[src/rtl/fetch_unit.sv]
// Instruction fetch stage: sequential PC generation, one-cycle ROM latency
// tracking, and a 2-entry {pc, instr} output queue with valid/ready to decode.
// Redirects flush the queue and the in-flight response, then restart fetch
// at the redirect target.
module fetch_unit #(
    parameter int          DATA_WIDTH = 32,
    parameter int          ADDR_WIDTH = 12,
    parameter logic [31:0] RESET_PC   = 32'h0000_0000
) (
    input  logic                  i_clk,
    input  logic                  i_rst_n,
    output logic [ADDR_WIDTH-1:0] o_imem_addr,
    input  logic [DATA_WIDTH-1:0] i_imem_rdata,
    output logic [DATA_WIDTH-1:0] o_instr,
    output logic [31:0]           o_pc,
    output logic                  o_valid,
    input  logic                  i_ready,
    input  logic                  i_redirect,
    input  logic [31:0]           i_redirect_pc
);

    logic [31:0]           r_req_pc;
    logic                  r_rsp_valid;
    logic [31:0]           r_rsp_pc;
    logic [31:0]           r_fifo_pc    [0:1];
    logic [DATA_WIDTH-1:0] r_fifo_instr [0:1];
    logic                  r_head;
    logic [1:0]            r_count;

    logic                  w_pop;
    logic                  w_issue;
    logic [2:0]            w_occ;
    logic                  w_tail;
    logic [31:0]           w_target_pc;

    // Handshake, occupancy-after-this-cycle and issue decision.
    // A new request is issued only if its response is guaranteed a free slot.
    always_comb begin
        w_pop       = 1'b0;
        w_occ       = 3'd0;
        w_issue     = 1'b0;
        w_tail      = 1'b0;
        w_target_pc = i_redirect_pc & 32'hFFFF_FFFC;
        if (i_redirect) begin
            w_pop = 1'b0;
        end else begin
            w_pop = o_valid & i_ready;
        end
        w_occ   = {1'b0, r_count} + {2'b00, r_rsp_valid} - {2'b00, w_pop};
        w_issue = ~i_redirect & (w_occ <= 3'd1);
        // With two entries the tail slot equals the head slot; a push then
        // only happens together with a pop, so the old head is overwritten.
        w_tail  = r_head ^ r_count[0];
    end

    assign o_imem_addr = r_req_pc[ADDR_WIDTH+1:2];
    assign o_valid     = (r_count != 2'd0);
    assign o_pc        = r_fifo_pc[r_head];
    assign o_instr     = r_fifo_instr[r_head];

    // Request side: PC generator and response tag for the ROM's one-cycle latency.
    always_ff @(posedge i_clk or negedge i_rst_n) begin
        if (!i_rst_n) begin
            r_req_pc    <= RESET_PC;
            r_rsp_valid <= 1'b0;
            r_rsp_pc    <= 32'h0000_0000;
        end else if (i_redirect) begin
            r_req_pc    <= w_target_pc;
            r_rsp_valid <= 1'b0;
        end else begin
            r_rsp_valid <= w_issue;
            if (w_issue) begin
                r_rsp_pc <= r_req_pc;
                r_req_pc <= r_req_pc + 32'd4;
            end
        end
    end

    // Output queue: push the tagged ROM response, pop on a decode transfer,
    // flush everything on redirect.
    always_ff @(posedge i_clk or negedge i_rst_n) begin
        if (!i_rst_n) begin
            r_fifo_pc[0]    <= 32'h0000_0000;
            r_fifo_pc[1]    <= 32'h0000_0000;
            r_fifo_instr[0] <= '0;
            r_fifo_instr[1] <= '0;
            r_head          <= 1'b0;
            r_count         <= 2'd0;
        end else if (i_redirect) begin
            r_count <= 2'd0;
        end else begin
            if (r_rsp_valid) begin
                r_fifo_pc[w_tail]    <= r_rsp_pc;
                r_fifo_instr[w_tail] <= i_imem_rdata;
            end
            if (w_pop) begin
                r_head <= ~r_head;
            end
            r_count <= w_occ[1:0];
        end
    end

    fetch_unit_chk u_chk (
        .i_clk       (i_clk),
        .i_rst_n     (i_rst_n),
        .i_full      (r_count == 2'd2),
        .i_rsp_valid (r_rsp_valid),
        .i_pop       (w_pop),
        .i_redirect  (i_redirect)
    );

endmodule

// Queue overflow checker: a response must never arrive at a full queue
// without a simultaneous pop or flush.
module fetch_unit_chk (
    input logic i_clk,
    input logic i_rst_n,
    input logic i_full,
    input logic i_rsp_valid,
    input logic i_pop,
    input logic i_redirect
);

    // Flag a push into a full queue that is neither popped nor flushed.
    always @(posedge i_clk) begin
        if (i_rst_n) begin
            a_no_overflow: assert (!(i_full && i_rsp_valid && !i_pop && !i_redirect));
        end
    end

endmodule

[config.mk]
export PLATFORM = sky130hd
export DESIGN_NAME = fetch_unit
export DESIGN_NICKNAME = d
export VERILOG_FILES = /design/src/rtl/fetch_unit.sv
export SDC_FILE = /design/constraint.sdc
export NUM_CORES = 1
export LEC_CHECK = 0
export CELL_PAD_IN_SITES_DETAIL_PLACEMENT = 1
export CELL_PAD_IN_SITES_GLOBAL_PLACEMENT = 1
export CORE_MARGIN = 3
export CORE_UTILIZATION = 47
export CTS_CLUSTER_DIAMETER = 150
export DETAILED_ROUTE_END_ITERATION = 8
export PLACE_DENSITY = 0.95
export SKIP_CTS_REPAIR_TIMING = 1
export SLEW_MARGIN = 20
export SYNTH_ARGS = -nofsm -noshare
export SYNTH_HDL_FRONTEND = slang
export SYNTH_SLANG_ARGS = --single-unit
[constraint.sdc]
create_clock -name i_clk -period 5.9 [get_ports i_clk]
set_input_delay 0.885 -clock i_clk [delete_from_list [all_inputs] [get_ports i_clk]]
set_output_delay 0.885 -clock i_clk [all_outputs]
set_load 0.005 [all_outputs]
==> key figures <==
Status
  – Outcome: finished, final reports clean

Synthesis
  – Syn. warnings: 0
  – Synth Area in XOR/XNOR: around 1.2%
  – Top FF cell, synth: dfrtp_1
  – Async SR Flop Fraction: 100%
  – Adder-cell share of the synthesized area: less than 1%
  – Post-synthesis mux area share: about 28%
  – Seq/Total Area, Yosys: a little under three fifths
  – Synth Area in Compound Gates: slightly below 4%
  – Post-synth EDFFs: 0
  – FF+latch count, synth: ~190
  – Cells after Synth: between 600 and 700
  – Post-synth cell types: 37
  – Largest family of logic cells by synthesized area: multiplexers
  – Syn avg cell area: 13.2 sq um
  – Mapped Area: roughly 8500 sq um
  – Synth Area in Simple Gates: approximately 7.1%

STA
  – Max frequency: approximately 220 MHz
  – Fin crit share: 78.4%
  – Final hold slack: between 400 and 500 ps
  – Setup TNS Final: 0 ps
  – Max Slew Vio Count: 0
  – Worst Skew: approximately 17 ps
  – Worst rel slew slack: about two fifths
  – Worst slew pin tran: slightly above 900 ps
  – Final WS setup: 1270 ps
  – Hold Vio Cnt, Final: 0
  – Final setup fails: 0
  – Minimum clock period: between 4000 and 5000 ps
  – RSZ-0062 raised after global routing: no

Hold path
  – Hold WC Path Type: in2async

Routing
  – Wirelength, routed: around 23000 um
  – # DRC: 0
  – Avg WL per Cell: around 23 um
  – Total number of vias: 5792
  – DR iter-0 viols: approximately 280
  – Drt via density: 5.80
  – Number of routed nets with antenna violations: 0
  – Pre-antenna DRT Iters: 5

Layout
  – Most frequent cells in the layout: 214 x mux2_2, 187 x dfrtp_1, 139 x clkdlybuf4s50_1
  – Cell Count, Final, Fillers Out: 998
  – Fin nets: 832
  – Most common cell after layout, fill and taps aside: mux2_2
  – Ratio of cells with drive above 1 in the final layout: 33.9%
  – Layout area overhead: 24.6%
  – Post-route cell area: between 10000 and 15000 sq um
  – Diode count: 0

Clock tree
  – Root Buffer: clkbuf_16
  – # clock sinks: ~190
  – CTS H-tree lvls: 4
  – CTS tree: done
  – CTS Buf Count: 17
  – Clock Latency Late Sink: roughly 440 ps
  – Clk buf depth: 2
  – Worst-path clk slew: approximately 70 ps

Global routing
  – Grt total ovfl: 0
  – Largest net degree at the start of global routing: approximately 70
  – First-pass GRT wire length: approximately 37000 um
  – Initial antenna violation count: 0
  – Vias in the first global route: approximately 6.5k
  – Total GRT Usage: 23.8%

Floorplan
  – Row cnt: between 40 and 50
  – Die Ht: around 140 um
  – Starting Density: roughly 50%
  – CORE AREA: 17500 sq um
  – Num ports: around 150
  – Die X: around 140 um
  – Die area: between 15000 and 20000 sq um

Worst setup path
  – Origin of the critical flop-to-flop path: r_count[1]
  – Worst Setup SP: i_redirect
  – Worst setup EP type: flip-flop
  – CP max FO: 31
  – R2r worst-path depth: 11
  – WP data required: between 6000 and 7000 ps
  – CP Class: in2reg
  – Worst Path Arrival: between 4000 and 5000 ps
  – Worst setup path endpoint: r_rsp_pc[29]
  – Reg2reg setup slack: around 1800 ps
  – Worst flop-to-flop path endpoint: r_rsp_pc[29]
  – Crit path launch type: primary input

Placed design
  – Pre-CTS setup slack: between 1000 and 1500 ps
  – PortBufs: 140
  – Inst Count DP: 966
  – Placed Area: between 10000 and 15000 sq um
  – Hpwl dp: approximately 15000 um
  – GP Congestion: slightly below 0.8

Power
  – P_leak: about 4.3 nW
  – PwrDens: approximately 560 nW/um^2
  – VDD IR max: slightly below 0.3 mV

Job
  – Max cap viols: 0
kinds of logic (layout without fill, tap and decap cells):
family,Yosys count,count (layout)
xor gates and xnor gates,12,12
and+or+nand+nor,113,113
muxes,215,215
DFF,188,188
other,1,2
AOI/OAI and AO/OA,52,52
buffers and inverters,60,187
adders and majority gates,4,4
cell type report:
cell class	instances	area, sq um
fill	1680	6920
sequential	188	4710
multi-input combinational	398	3550
timing repair buffer	148	1470
clock buffer	20	457
tap	225	282
clock inverter	12	136
inverter	7	26.3
state kept, by name, indices dropped and copies added (netlist names):
name	flops
r_fifo_pc	60
r_head	1
r_rsp_valid	1
r_rsp_pc	30
r_fifo_instr	64
r_count	2
r_req_pc	30
power by group:
part | switching, W | internal (W)
combinational | 0.000982 | 0.00156
sequential | 0.000401 | 0.00187
clock | 0.000504 | 0.000650
per-stage QoR:
step	util (%)	total power, W
2_1_floorplan	-	0.00360
3_3_place_gp	57.2	0.00457
3_5_place_dp	57.2	0.00482
4_1_cts	60.6	0.00604
5_1_grt	60.6	0.00631
6_report	60.6	0.00597
critical path, stage by stage:
cell and delay (ps):
clkdlybuf4s50_1 460, buf_4 290, inv_1 110, and3_1 190, ha_1 280, inv_1 70
ha_1 150, inv_1 70, fa_1 440, xnor2_1 550, nand3_1 630, buf_4 460
mux2_2 330
layer usage:
| layer | vias to the layer above | share of wire [%] | track usage [%] | wire length (um) |
|---|---|---|---|---|
| li1 | 2552 | - | - | - |
| met1 | 3002 | 40 | 28.8 | 9200 |
| met2 | 196 | 53 | 42.7 | 12300 |
| met3 | 42 | 3.9 | 4.65 | 888 |
| met4 | 0 | 2.6 | 8.16 | 593 |
| met5 | - | 0 | 0 | 0 |
cells in the mapped netlist (3+ instances only):
cell      number  share of area, %
mux2_2       214                28
dfrtp_1      188                55
clkbuf_1      29               1.3
nand2_1       28               1.2
nor2_1        19              0.84
or4_1         17               1.5
a31oi_1       16               1.2
buf_4         14               1.2
nand3_1       14              0.82
o21ai_0       14              0.82
o31ai_1       14               1.2
buf_2          8              0.47
xor2_1         8              0.82
and3_1         7              0.51
inv_1          7              0.31
nand4_1        7              0.51
nor4_1         5              0.37
o31a_1         4              0.41
xnor2_1        4              0.41
ha_1           3              0.44
nor3_1         3              0.18
or3_1          3              0.22
how the worst min path moves through the flow:
stage	end	slack, ps	start
2_1_floorplan	r_rsp_pc[13]	460	r_rsp_pc[13]
3_3_place_gp	r_rsp_pc[24]	470	r_rsp_pc[24]
3_5_place_dp	r_fifo_instr[0]	490	r_fifo_instr[0]
4_1_cts	r_fifo_pc[30]	450	i_rst_n
5_1_grt	r_fifo_pc[27]	470	i_rst_n
6_report	r_fifo_pc[27]	430	i_rst_n
Power figures use the tool's default switching activity.
